### src/rtl/clk_freq_meter_pkg.sv
// Shared types and helpers for the clock frequency meter.
// Holds the FSM state encoding and the gate-timer width calculation so that the
// top level and any other monitor instances size their timers consistently.
package clk_freq_meter_pkg;

  typedef enum logic [1:0] {
    IDLE    = 2'd0,
    ARM     = 2'd1,
    MEASURE = 2'd2,
    DONE    = 2'd3
  } state_t;

  // Bits needed for a timer that counts 0..gate_cycles-1.
  function automatic int timer_width(input int gate_cycles);
    return (gate_cycles > 2) ? $clog2(gate_cycles) : 1;
  endfunction

  localparam int GATE_CYCLES_DEF = 1024;
  localparam int TIMER_W_DEF     = timer_width(GATE_CYCLES_DEF);

endpackage

### src/rtl/sync_edge_detect.sv
// Synchroniser plus any-edge detector for an asynchronous level/toggle input.
// Latency: edge_pulse rises SYNC_STAGES+1 cycles after async_in changes (+/-1).
// No backpressure: one pulse per observed level change, both polarities.
// Ports: clock, reset_n (async active-low); async_in (raw input);
//        sync_out (synchronised level); edge_pulse (1-cycle pulse per level change).
module sync_edge_detect #(
  parameter int SYNC_STAGES = 2
) (
  input  logic clock,
  input  logic reset_n,
  input  logic async_in,
  output logic sync_out,
  output logic edge_pulse
);

  logic [SYNC_STAGES-1:0] sync_q;
  logic                   sync_q_d;

  always_ff @(posedge clock or negedge reset_n) begin
    if (!reset_n) begin
      sync_q   <= '0;
      sync_q_d <= 1'b0;
    end else begin
      sync_q   <= {sync_q[SYNC_STAGES-2:0], async_in};
      sync_q_d <= sync_q[SYNC_STAGES-1];
    end
  end

  assign sync_out   = sync_q[SYNC_STAGES-1];
  assign edge_pulse = sync_q[SYNC_STAGES-1] ^ sync_q_d;

endmodule

### src/rtl/clk_freq_meter.sv
// Gated edge counter: counts level changes of mon_toggle over GATE_CYCLES clocks.
// Latency: result + count_valid appear the cycle after the last gate cycle.
// No backpressure: count_valid is a 1-cycle strobe; count/dead/overflow hold.
// Ports: clock, reset_n (async active-low); mon_toggle (async input under test);
//        start (arm from IDLE); continuous (re-arm from DONE); busy (ARM/MEASURE);
//        count, count_valid, dead (zero edges), overflow (count saturated).
module clk_freq_meter
  import clk_freq_meter_pkg::*;
#(
  parameter int GATE_CYCLES = 1024,
  parameter int COUNT_W     = 16,
  parameter int SYNC_STAGES = 2
) (
  input  logic               clock,
  input  logic               reset_n,
  input  logic               mon_toggle,
  input  logic               start,
  input  logic               continuous,
  output logic               busy,
  output logic [COUNT_W-1:0] count,
  output logic               count_valid,
  output logic               dead,
  output logic               overflow
);

  localparam int                 TIMER_W    = timer_width(GATE_CYCLES);
  localparam logic [TIMER_W-1:0] TIMER_LAST = TIMER_W'(GATE_CYCLES - 1);
  localparam logic [COUNT_W-1:0] COUNT_MAX  = '1;

  state_t             state, state_nxt;
  logic [TIMER_W-1:0] timer;
  logic [COUNT_W-1:0] acc, acc_nxt;
  logic               sat, sat_nxt;
  logic               edge_pulse;
  logic               sync_level_unused;
  logic               last_gate;

  sync_edge_detect #(.SYNC_STAGES(SYNC_STAGES)) u_sync (
    .clock      (clock),
    .reset_n    (reset_n),
    .async_in   (mon_toggle),
    .sync_out   (sync_level_unused),
    .edge_pulse (edge_pulse)
  );

  assign last_gate = (state == MEASURE) && (timer == TIMER_LAST);
  assign busy      = (state == ARM) || (state == MEASURE);

  always_ff @(posedge clock or negedge reset_n) begin
    if (!reset_n) state <= IDLE;
    else          state <= state_nxt;
  end

  always_comb begin
    state_nxt = state;
    case (state)
      IDLE:    if (start) state_nxt = ARM;
      ARM:     state_nxt = MEASURE;
      MEASURE: if (last_gate) state_nxt = DONE;
      DONE:    state_nxt = continuous ? ARM : IDLE;
      default: state_nxt = IDLE;
    endcase
  end

  // Saturating accumulate; sat records an edge that arrived with the count
  // already at its maximum, so reaching the maximum exactly is not overflow.
  always_comb begin
    acc_nxt = acc;
    sat_nxt = sat;
    if (edge_pulse) begin
      if (acc == COUNT_MAX) sat_nxt = 1'b1;
      else                  acc_nxt = acc + 1'b1;
    end
  end

  // Results are loaded from acc_nxt on the last gate edge so that an edge in
  // the final gate cycle is included and the strobe lands in the DONE cycle.
  always_ff @(posedge clock or negedge reset_n) begin
    if (!reset_n) begin
      timer       <= '0;
      acc         <= '0;
      sat         <= 1'b0;
      count       <= '0;
      count_valid <= 1'b0;
      dead        <= 1'b0;
      overflow    <= 1'b0;
    end else begin
      count_valid <= 1'b0;
      case (state)
        ARM: begin
          timer <= '0;
          acc   <= '0;
          sat   <= 1'b0;
        end
        MEASURE: begin
          timer <= timer + 1'b1;
          acc   <= acc_nxt;
          sat   <= sat_nxt;
          if (last_gate) begin
            count       <= acc_nxt;
            dead        <= (acc_nxt == '0);
            overflow    <= sat_nxt;
            count_valid <= 1'b1;
          end
        end
        default: ;
      endcase
    end
  end

endmodule

### config.mk
export PLATFORM = sky130hd
export DESIGN_NAME = clk_freq_meter
export DESIGN_NICKNAME = d
export VERILOG_FILES = /design/src/rtl/clk_freq_meter_pkg.sv /design/src/rtl/sync_edge_detect.sv /design/src/rtl/clk_freq_meter.sv
export SDC_FILE = /design/constraint.sdc
export NUM_CORES = 1
export LEC_CHECK = 0
export ABC_AREA = 1
export CORE_ASPECT_RATIO = 1.25
export CORE_MARGIN = 3
export CORE_UTILIZATION = 45
export CTS_CLUSTER_DIAMETER = 30
export CTS_CLUSTER_SIZE = 28
export DETAILED_ROUTE_END_ITERATION = 16
export PLACE_DENSITY = 0.64
export SKIP_CTS_REPAIR_TIMING = 1
export SYNTH_ARGS = -nofsm -noshare
export SYNTH_HDL_FRONTEND = slang
export SYNTH_SLANG_ARGS = --single-unit
### constraint.sdc
create_clock -name clock -period 4.9 [get_ports clock]
set_clock_uncertainty 0.15 [all_clocks]
set_input_delay 0.98 -clock clock [delete_from_list [all_inputs] [get_ports clock]]
set_output_delay 0.98 -clock clock [all_outputs]
set_load 0.05 [all_outputs]
==> flow_summary.json, run 1 <==
{
  "drt-initial-drc-count": 165,
  "avgRoutedWirePerCell_um": 12.8,
  "hold_viol": 0,
  "hold_path.class": "flip-flop to flip-flop",
  "dpl_worst_slack_ns": 1.93,
  "cts_num_sinks": 51,
  "synth_edf_count": 0,
  "vias": 2262,
  "final.min_clock_period_ns": 3.30,
  "worstSetupEndpointType": "output port",
  "worst_slack_ns": 1.60,
  "yosys_warnings": 0,
  "numCtsBuffers": 5,
  "vias_per_cell": 4.98,
  "core_area_um2": 5860,
  "overflow": 0,
  "synth_area_um2": 2750,
  "multi_input_area_um2": 1260,
  "slew_headroom_pct": 29.5,
  "rsz0062_at_grt": "false",
  "p_leak_uw": 0.00153,
  "r2r_end": "count[15]$_DFFE_PN0P_",
  "worstSetupPathType": "flip-flop to output port",
  "cts_tree": "built",
  "cp.required_ns": 3.77,
  "synth_most_common_cell": "nand2_1",
  "clk_latency_ns": 0.30,
  "first_pass_iters": 5,
  "r2r_slack_ns": 2.53,
  "worstPathMaxFanout": 22,
  "routed_wl_mm": 5.83,
  "finalSetupViolCount": 0,
  "cts_buffer_depth": 2,
  "synth_cell_types": 29,
  "htree_num_levels": 2,
  "register_area_um2": 1280,
  "hpwl_mm": 4.26,
  "hold_end": "u_sync.sync_q[1]$_DFF_PN0_",
  "whs_path_depth": 0,
  "area_delta_synth_final_pct": 14.8,
  "num_rows": 31,
  "start_util_pct": 46.9,
  "gp_congestion": 0.880,
  "ys_seq_area_share_pct": 46.5,
  "worst_hold_startpoint": "u_sync.sync_q[0]$_DFF_PN0_",
  "ir_drop_mv": 0.162,
  "outcome": "finished, final reports clean",
  "clockRootBuffer": "clkbuf_8",
  "rr_startpoint": "state[0]$_DFFE_PN0P_",
  "final_layout_size_suffix_gt1_share_pct": 9.95,
  "antenna_found_initial": 0,
  "ff2ff_path_depth": 4,
  "timing.fmax_ghz": 0.303,
  "p_per_area_nw_per_um2": 279,
  "pin_count": 25,
  "ys_seq_elements": 51,
  "yosysTopAreaCellShare_pct": 46.5,
  "yosysTopAreaCell": "dfrtp_1",
  "grt_pass1_wl_mm": 10.3,
  "die_area_um2": 7080,
  "drt.antenna.violating_nets": 0,
  "fin_nets": 381,
  "grt_usage_pct": 18.8,
  "grt_pass1_vias": 2267,
  "syn_inst": 345,
  "worstMarginPinSlew_ns": 1.05,
  "synthArstFlopShare_pct": 100,
  "ys_top_cells_by_area": "dfrtp_1 (46%), nand2_1 (11%), inv_1 (6.3%)",
  "final-max-slew-violation-count": 0,
  "maxCapViolations": 0,
  "avgSynthCellArea_um2": 7.96,
  "ys_top_cells_by_count": "nand2_1 (81), dfrtp_1 (51), inv_1 (46), nor2_1 (31)",
  "crit_arrival_ns": 2.17,
  "clk_pin_slew_ns": 0.09,
  "yosys_most_used_dff": "dfrtp_1",
  "startpoint_type": "flip-flop",
  "antenna_cells": 0,
  "die_height_um": 93.3,
  "syn_nets": 355,
  "finalSetupTns_ns": 0,
  "grt_max_degree": 52,
  "route.detailed.drc": 0,
  "port_buffers": 24,
  "n_fill_cell": 568,
  "die_width_um": 75.9,
  "layout_worst_path_cycle_share_pct": 67.3
}
==> worst max path at each step <==
stage                               startpoint  endpoint  cells past startpoint  slack, ns
after global placement    state[1]$_DFFE_PN0P_      busy                      4       1.96
after floorplan           state[1]$_DFFE_PN0P_      busy                      2       2.76
after global routing      state[1]$_DFFE_PN0P_      busy                      4       1.50
after detailed placement  state[1]$_DFFE_PN0P_      busy                      4       1.93
after CTS                 state[1]$_DFFE_PN0P_      busy                      4       1.59
final                     state[1]$_DFFE_PN0P_      busy                      4       1.60
==> area by class of cell <==
cell class	instances	share of cell area, %
flip-flops and latches	51	40.5
clock inverters	1	0.159
repair buffers	26	7.94
well taps	82	3.26
multi-input cells	238	39.9
inverters	49	5.84
clock buffers	7	2.42
==> stage by stage <==
step | power (uW) | instance area [um^2] | hold WS, ns | utilization [%] | instances
final | 880 | 3150 | 0.225 | 53.8 | 454
after detailed placement | 652 | 3070 | 0.212 | 52.4 | 446
after CTS | 890 | 3150 | 0.233 | 53.8 | 454
after global routing | 932 | 3150 | 0.238 | 53.8 | 454
after global placement | 649 | 3070 | 0.186 | 52.4 | 446
after floorplan | 606 | 2750 | 0.181 | - | 345
==> report_power, final <==
part | switching (uW) | internal (uW) | leakage [uW] | total (uW)
clock | 135 | 101 | 0.0000422 | 236
combinational | 118 | 57.1 | 0.000806 | 175
sequential | 25.5 | 443 | 0.000679 | 469
total | 279 | 601 | 0.00153 | 880
==> critical path: stages (launching register included) <==
cell and delay (ns):
dfrtp_1 0.42, inv_1 0.06, ha_1 0.27, buf_4 0.26
clkdlybuf4s50_1 0.85
==> per-layer routing <==
layer / up-vias / global-route usage (%) / part of all wire, %
li1: 1169 / - / -
met1: 1052 / 24.8 / 46
met2: 30 / 30.3 / 50
met3: 11 / 2.69 / 2.1
met4: 0 / 7.43 / 2.0
met5: - / 0 / 0
==> cells by family after synthesis <==
group,share of synthesized area (%)
AO/OA/AOI/OAI,11.3
XOR/XNOR,1.60
adder cells (fa/ha/maj),2.28
buffers and inverters,7.70
flip-flops,46.5
AND/OR/NAND/NOR,30.7
==> cell usage in the layout, fill, tap and decap left out, types with 2 or more instances in the layout <==
cell             netlist  routed
nand2_1               81      81
nand3_2                2       2
o21ai_1                5       5
a21oi_1               11      11
nor2_2                 5       5
o21ai_0               20      20
inv_2                  3       3
nand4_1                6       6
clkbuf_1               6       2
clkbuf_8               0       5
nor2_8                 2       2
and3_1                 2       2
nor2_1                31      31
xor2_1                 5       5
nor3_1                 5       5
dfrtp_1               51      51
o22ai_1               17      17
clkdlybuf4s50_1        0      23
nand3_1               20      20
nor2_4                 4       4
buf_4                  0       2
ha_1                   5       5
nand2_2               10      10
inv_1                 46      46
==> flip-flops by register name, summed over array words and instances (netlist names) <==
name	flops
overflow	1
timer	10
state	2
u_sync.sync_q	2
count	16
sat	1
u_sync.sync_q_d	1
count_valid	1
acc	16
dead	1
No activity file was read; power rests on OpenSTA's default activity.
==> run 2, diff against run 1 <==
==> constraint.sdc (replaced) <==
create_clock -name clock -period 3.06 [get_ports clock]
set_clock_uncertainty 0.15 [all_clocks]
set_input_delay 0.612 -clock clock [delete_from_list [all_inputs] [get_ports clock]]
set_output_delay 0.612 -clock clock [all_outputs]
set_load 0.05 [all_outputs]
==> flow_summary.json, run 2 (synthesized netlist as in run 1, its figures left out) <==
{
  "numCtsBuffers": 5,
  "multi_input_area_um2": 1260,
  "grt_pass1_wl_mm": 10.6,
  "clk_pin_slew_ns": 0.09,
  "route.detailed.drc": 0,
  "final-max-slew-violation-count": 0,
  "vias_per_cell": 5.10,
  "die_height_um": 93.3,
  "grt_max_degree": 34,
  "final_common_cell": "nand2_1",
  "hold_viol": 0,
  "drt.antenna.violating_nets": 0,
  "first_pass_iters": 4,
  "r2r_slack_ns": 0.84,
  "pin_count": 25,
  "gp_congestion": 0.936,
  "start_util_pct": 46.9,
  "clk_latency_ns": 0.30,
  "placed_cell_area_um2": 3080,
  "worstPathMaxFanout": 12,
  "cp.required_ns": 2.30,
  "n_fill_cell": 584,
  "worstSetupEndpointType": "output port",
  "stdcell_area_um2": 3180,
  "final_cells": 455,
  "final.min_clock_period_ns": 2.38,
  "worst_slack_ns": 0.683,
  "core_area_um2": 5860,
  "grt_pass1_vias": 2319,
  "overflow": 0,
  "hold_path.class": "input pin to asynchronous set/reset pin",
  "startpoint_type": "flip-flop",
  "placedCellCount": 447,
  "area_delta_synth_final_pct": 15.8,
  "top_regs": "acc (16), count (16), timer (10)",
  "num_rows": 31,
  "p_leak_uw": 0.00154,
  "cts_tree": "built",
  "p_per_area_nw_per_um2": 460,
  "outcome": "finished, final reports clean",
  "maxCapViolations": 0,
  "mostFrequentLayoutCells": "nand2_1 (81), dfrtp_1 (51), inv_1 (46)",
  "finalSetupTns_ns": 0,
  "register_area_um2": 1280,
  "antenna_found_initial": 0,
  "grt_usage_pct": 19.4,
  "cts_num_sinks": 51,
  "slew_headroom_pct": 58.1,
  "worstSetupPathType": "flip-flop to output port",
  "final_layout_size_suffix_gt1_share_pct": 11.0,
  "crit_arrival_ns": 1.62,
  "avgRoutedWirePerCell_um": 13.4,
  "drt-initial-drc-count": 120,
  "final_core_util_pct": 54.3,
  "htree_num_levels": 2,
  "routed_wl_mm": 6.12,
  "die_width_um": 75.9,
  "hpwl_mm": 4.58,
  "antenna_cells": 0,
  "cts_buffer_depth": 2,
  "die_area_um2": 7080,
  "clockRootBuffer": "clkbuf_8",
  "ir_drop_mv": 0.239,
  "rsz0062_at_grt": "false",
  "vias": 2322,
  "port_buffers": 24,
  "fin_nets": 382,
  "worstMarginPinSlew_ns": 0.628,
  "finalSetupViolCount": 0,
  "timing.fmax_ghz": 0.421,
  "layout_worst_path_cycle_share_pct": 77.7,
  "dpl_worst_slack_ns": 0.810
}
-- run 2: cell count changes in the layout (fill, tap and decap cells not counted), sizes merged --
cell and delta:
buf +2, clkdlybuf4s50 -1, clkinv -1, clkinvlp +1
-- run 2: stage by stage --
| step | power, uW | hold WS (ns) |
|---|---|---|
| detailed placement | 1050 | 0.216 |
| floorplan | 970 | 0.166 |
| global route | 1540 | 0.111 |
| CTS | 1480 | 0.0950 |
| global placement | 1050 | 0.229 |
| finish | 1460 | 0.0839 |
-- run 2: critical path: stages (launching register included) --
cell and delay [ns]:
dfrtp_1 0.43, inv_1 0.06, ha_1 0.54, buf_4 0.28
-- run 2: routing by layer --
metal  wire length (um)  share of wire, %  up-vias  track usage, %
met3                160               2.6       15            3.01
li1                   -                 -     1164               -
met4                162               2.6        0            7.43
met2               3110                51       46            32.4
met1               2680                44     1097            24.7
met5                  0                 0        -               0
-- run 2: final cells by class --
type / count / area share (%)
multi-input cells: 238 / 39.6
inverters: 49 / 5.79
well taps: 82 / 3.23
clock buffers: 7 / 3.03
clock inverters: 1 / 0.236
repair buffers: 27 / 8.03
flip-flops and latches: 51 / 40.1
-- run 2: final timing paths --
check,startpoint,endpoint,cells past startpoint
setup reg to reg,state[1]$_DFFE_PN0P_,timer[6]$_DFFE_PN0P_,7
setup / recovery,state[1]$_DFFE_PN0P_,busy,3
hold / removal,reset_n,acc[7]$_DFFE_PN0P_,1
max in group asynchronous,reset_n,timer[6]$_DFFE_PN0P_,2
min in group clock,u_sync.sync_q[0]$_DFF_PN0_,u_sync.sync_q[1]$_DFF_PN0_,0
hold reg to reg,u_sync.sync_q[0]$_DFF_PN0_,u_sync.sync_q[1]$_DFF_PN0_,0
-- run 2: power breakdown --
group          switching, uW  internal [uW]  total (uW)  leakage (uW)
Combinational            191           92.2         283      0.000810
Clock                    220            206         426     0.0000505
Sequential              45.0            709         754      0.000679
Total                    456           1010        1460       0.00154
==> run 3, diff against run 2 <==
--- a/config.mk
+++ b/config.mk
@@ -12,7 +12,7 @@
 export CTS_CLUSTER_DIAMETER = 30
 export CTS_CLUSTER_SIZE = 28
 export DETAILED_ROUTE_END_ITERATION = 16
-export PLACE_DENSITY = 0.64
+export PLACE_DENSITY = 0.66
 export SKIP_CTS_REPAIR_TIMING = 1
 export SYNTH_ARGS = -nofsm -noshare
 export SYNTH_HDL_FRONTEND = slang
==> constraint.sdc (replaced) <==
create_clock -name clock -period 2.05 [get_ports clock]
set_clock_uncertainty 0.15 [all_clocks]
set_input_delay 0.41 -clock clock [delete_from_list [all_inputs] [get_ports clock]]
set_output_delay 0.41 -clock clock [all_outputs]
set_load 0.05 [all_outputs]
==> flow_summary.json, run 3 (synthesized netlist as in run 1, its figures left out) <==
{
  "numCtsBuffers": 5,
  "mostFrequentLayoutCells": "nand2_1 (80), dfrtp_1 (50), inv_1 (45)",
  "ff2ff_path_depth": 12,
  "clk_latency_ns": 0.30,
  "power.switching_uw": 689,
  "timing.fmax_ghz": 0.504,
  "antenna_cells": 0,
  "pin_count": 25,
  "worstPathMaxFanout": 9,
  "vias": 2369,
  "critPathLaunch": "state[1]$_DFFE_PN0P_",
  "die_area_um2": 7080,
  "pwr-share-clk_pct": 28.0,
  "cp_cell_sequence": "inv_1 -> ha_2 -> buf_6 -> buf_12",
  "whs_path_depth": 0,
  "fin_nets": 396,
  "cp_slowest_stage_delay_ns": 0.39,
  "n_fill_cell": 571,
  "overflow": 0,
  "num_rows": 31,
  "drt.antenna.violating_nets": 0,
  "layout_worst_path_cycle_share_pct": 96.8,
  "r2r_slack_ns": 0.13,
  "hpwl_mm": 4.71,
  "finalSetupViolCount": 0,
  "p_per_area_nw_per_um2": 666,
  "drt-initial-drc-count": 64,
  "worstSetupEndpointType": "output port",
  "p_leak_uw": 0.00166,
  "ir_drop_mv": 0.370,
  "grt_pass1_vias": 2318,
  "avgRoutedWirePerCell_um": 13.3,
  "cp.required_ns": 1.49,
  "grt_usage_pct": 19.5,
  "final.min_clock_period_ns": 1.98,
  "die_height_um": 93.3,
  "route.detailed.drc": 0,
  "final_layout_size_suffix_gt1_share_pct": 20.2,
  "clk_pin_slew_ns": 0.09,
  "hold_path.class": "flip-flop to flip-flop",
  "cts_buffer_depth": 2,
  "crit_buf_inv": 3,
  "die_width_um": 75.9,
  "crit_path_top_delay_cell": "dfrtp_1",
  "worstMarginPinSlew_ns": 0.372,
  "grt_max_degree": 52,
  "vias_per_cell": 5.05,
  "antenna_found_initial": 0,
  "area_delta_synth_final_pct": 19.6,
  "grt_pass1_wl_mm": 10.6,
  "p_int_uw": 1500,
  "clockRootBuffer": "clkbuf_8",
  "maxCapViolations": 0,
  "start_util_pct": 46.9,
  "path_depth": 4,
  "startpoint_type": "flip-flop",
  "core_area_um2": 5860,
  "top_regs": "acc (16), count (16), timer (10)",
  "slew_headroom_pct": 74.9,
  "crit_family": "flip-flops",
  "port_buffers": 24,
  "htree_num_levels": 2,
  "cts_tree": "built",
  "combPwrFrac_pct": 20.6,
  "r2r_end": "dead$_DFFE_PN0P_",
  "crit_arrival_ns": 1.42,
  "dpl_worst_slack_ns": 0.100,
  "final-max-slew-violation-count": 0,
  "first_pass_iters": 4,
  "gp_congestion": 0.977,
  "final_common_cell": "nand2_1",
  "routed_wl_mm": 6.22,
  "swShare_pct": 31.5,
  "hold_viol": 0,
  "rr_startpoint": "acc[0]$_DFFE_PN0P_",
  "cts_num_sinks": 51,
  "worst_slack_ns": 0.0663,
  "critical_path.endpoint": "busy",
  "outcome": "finished, final reports clean",
  "worstSetupPathType": "flip-flop to output port",
  "fin_hold_ws_ns": 0.218,
  "sequentialPowerShare_pct": 51.4
}
[run 3: power by group through the flow]
stage / registers (uW) / clock network, uW / logic, uW
2_1_floorplan: 1120 / 0 / 323
3_3_place_gp: 1140 / 0 / 436
3_5_place_dp: 1140 / 0 / 445
4_1_cts: 1120 / 637 / 446
5_1_grt: 1130 / 675 / 514
6_report: 1120 / 611 / 451
[run 3: layout make-up]
cell class	instances	area, um^2	area share, %
sequential	51	1280	38.9
inverter	49	184	5.60
tap	82	103	3.13
clock inverter	1	8.76	0.267
clock buffer	7	86.3	2.63
timing repair buffer	41	344	10.5
multi-input combinational	238	1280	39.0
[run 3: metal layers]
layer / GRT usage (%) / vias to the layer above / wire length (um)
met5: 0 / - / 0
met4: 8.02 / 0 / 172
met3: 3.33 / 16 / 152
met2: 33.4 / 34 / 3190
met1: 23.4 / 1124 / 2710
li1: - / 1195 / -
[run 3: worst min path at each step]
stage / to / slack [ns] / startpoint
floorplan: acc[0]$_DFFE_PN0P_ / -0.04 / reset_n
global placement: u_sync.sync_q[1]$_DFF_PN0_ / 0.19 / u_sync.sync_q[0]$_DFF_PN0_
detailed placement: u_sync.sync_q[1]$_DFF_PN0_ / 0.19 / u_sync.sync_q[0]$_DFF_PN0_
CTS: acc[12]$_DFFE_PN0P_ / -0.06 / reset_n
global route: u_sync.sync_q[1]$_DFF_PN0_ / 0.22 / u_sync.sync_q[0]$_DFF_PN0_
finish: u_sync.sync_q[1]$_DFF_PN0_ / 0.22 / u_sync.sync_q[0]$_DFF_PN0_
[run 3: worst register-to-register path, delay by kind of cell (launching register included)]
family / cells / cell delay, ns
flip-flops: 1 / 0.42
buffers and inverters: 1 / 0.16
adder cells (fa/ha/maj): 1 / 0.21
AND/OR/NAND/NOR: 10 / 0.93
[run 3: stage by stage]
stage / util [%] / total power [uW] / cells / TNS, ns / cell area [um^2]
2_1_floorplan: - / 1450 / 345 / 0 / 2750
3_3_place_gp: 53.6 / 1580 / 458 / 0 / 3140
3_5_place_dp: 53.6 / 1590 / 458 / 0 / 3140
4_1_cts: 55.2 / 2210 / 466 / -0.0298 / 3230
5_1_grt: 56.0 / 2320 / 469 / -0.000930 / 3280
6_report: 56.0 / 2190 / 469 / 0 / 3280
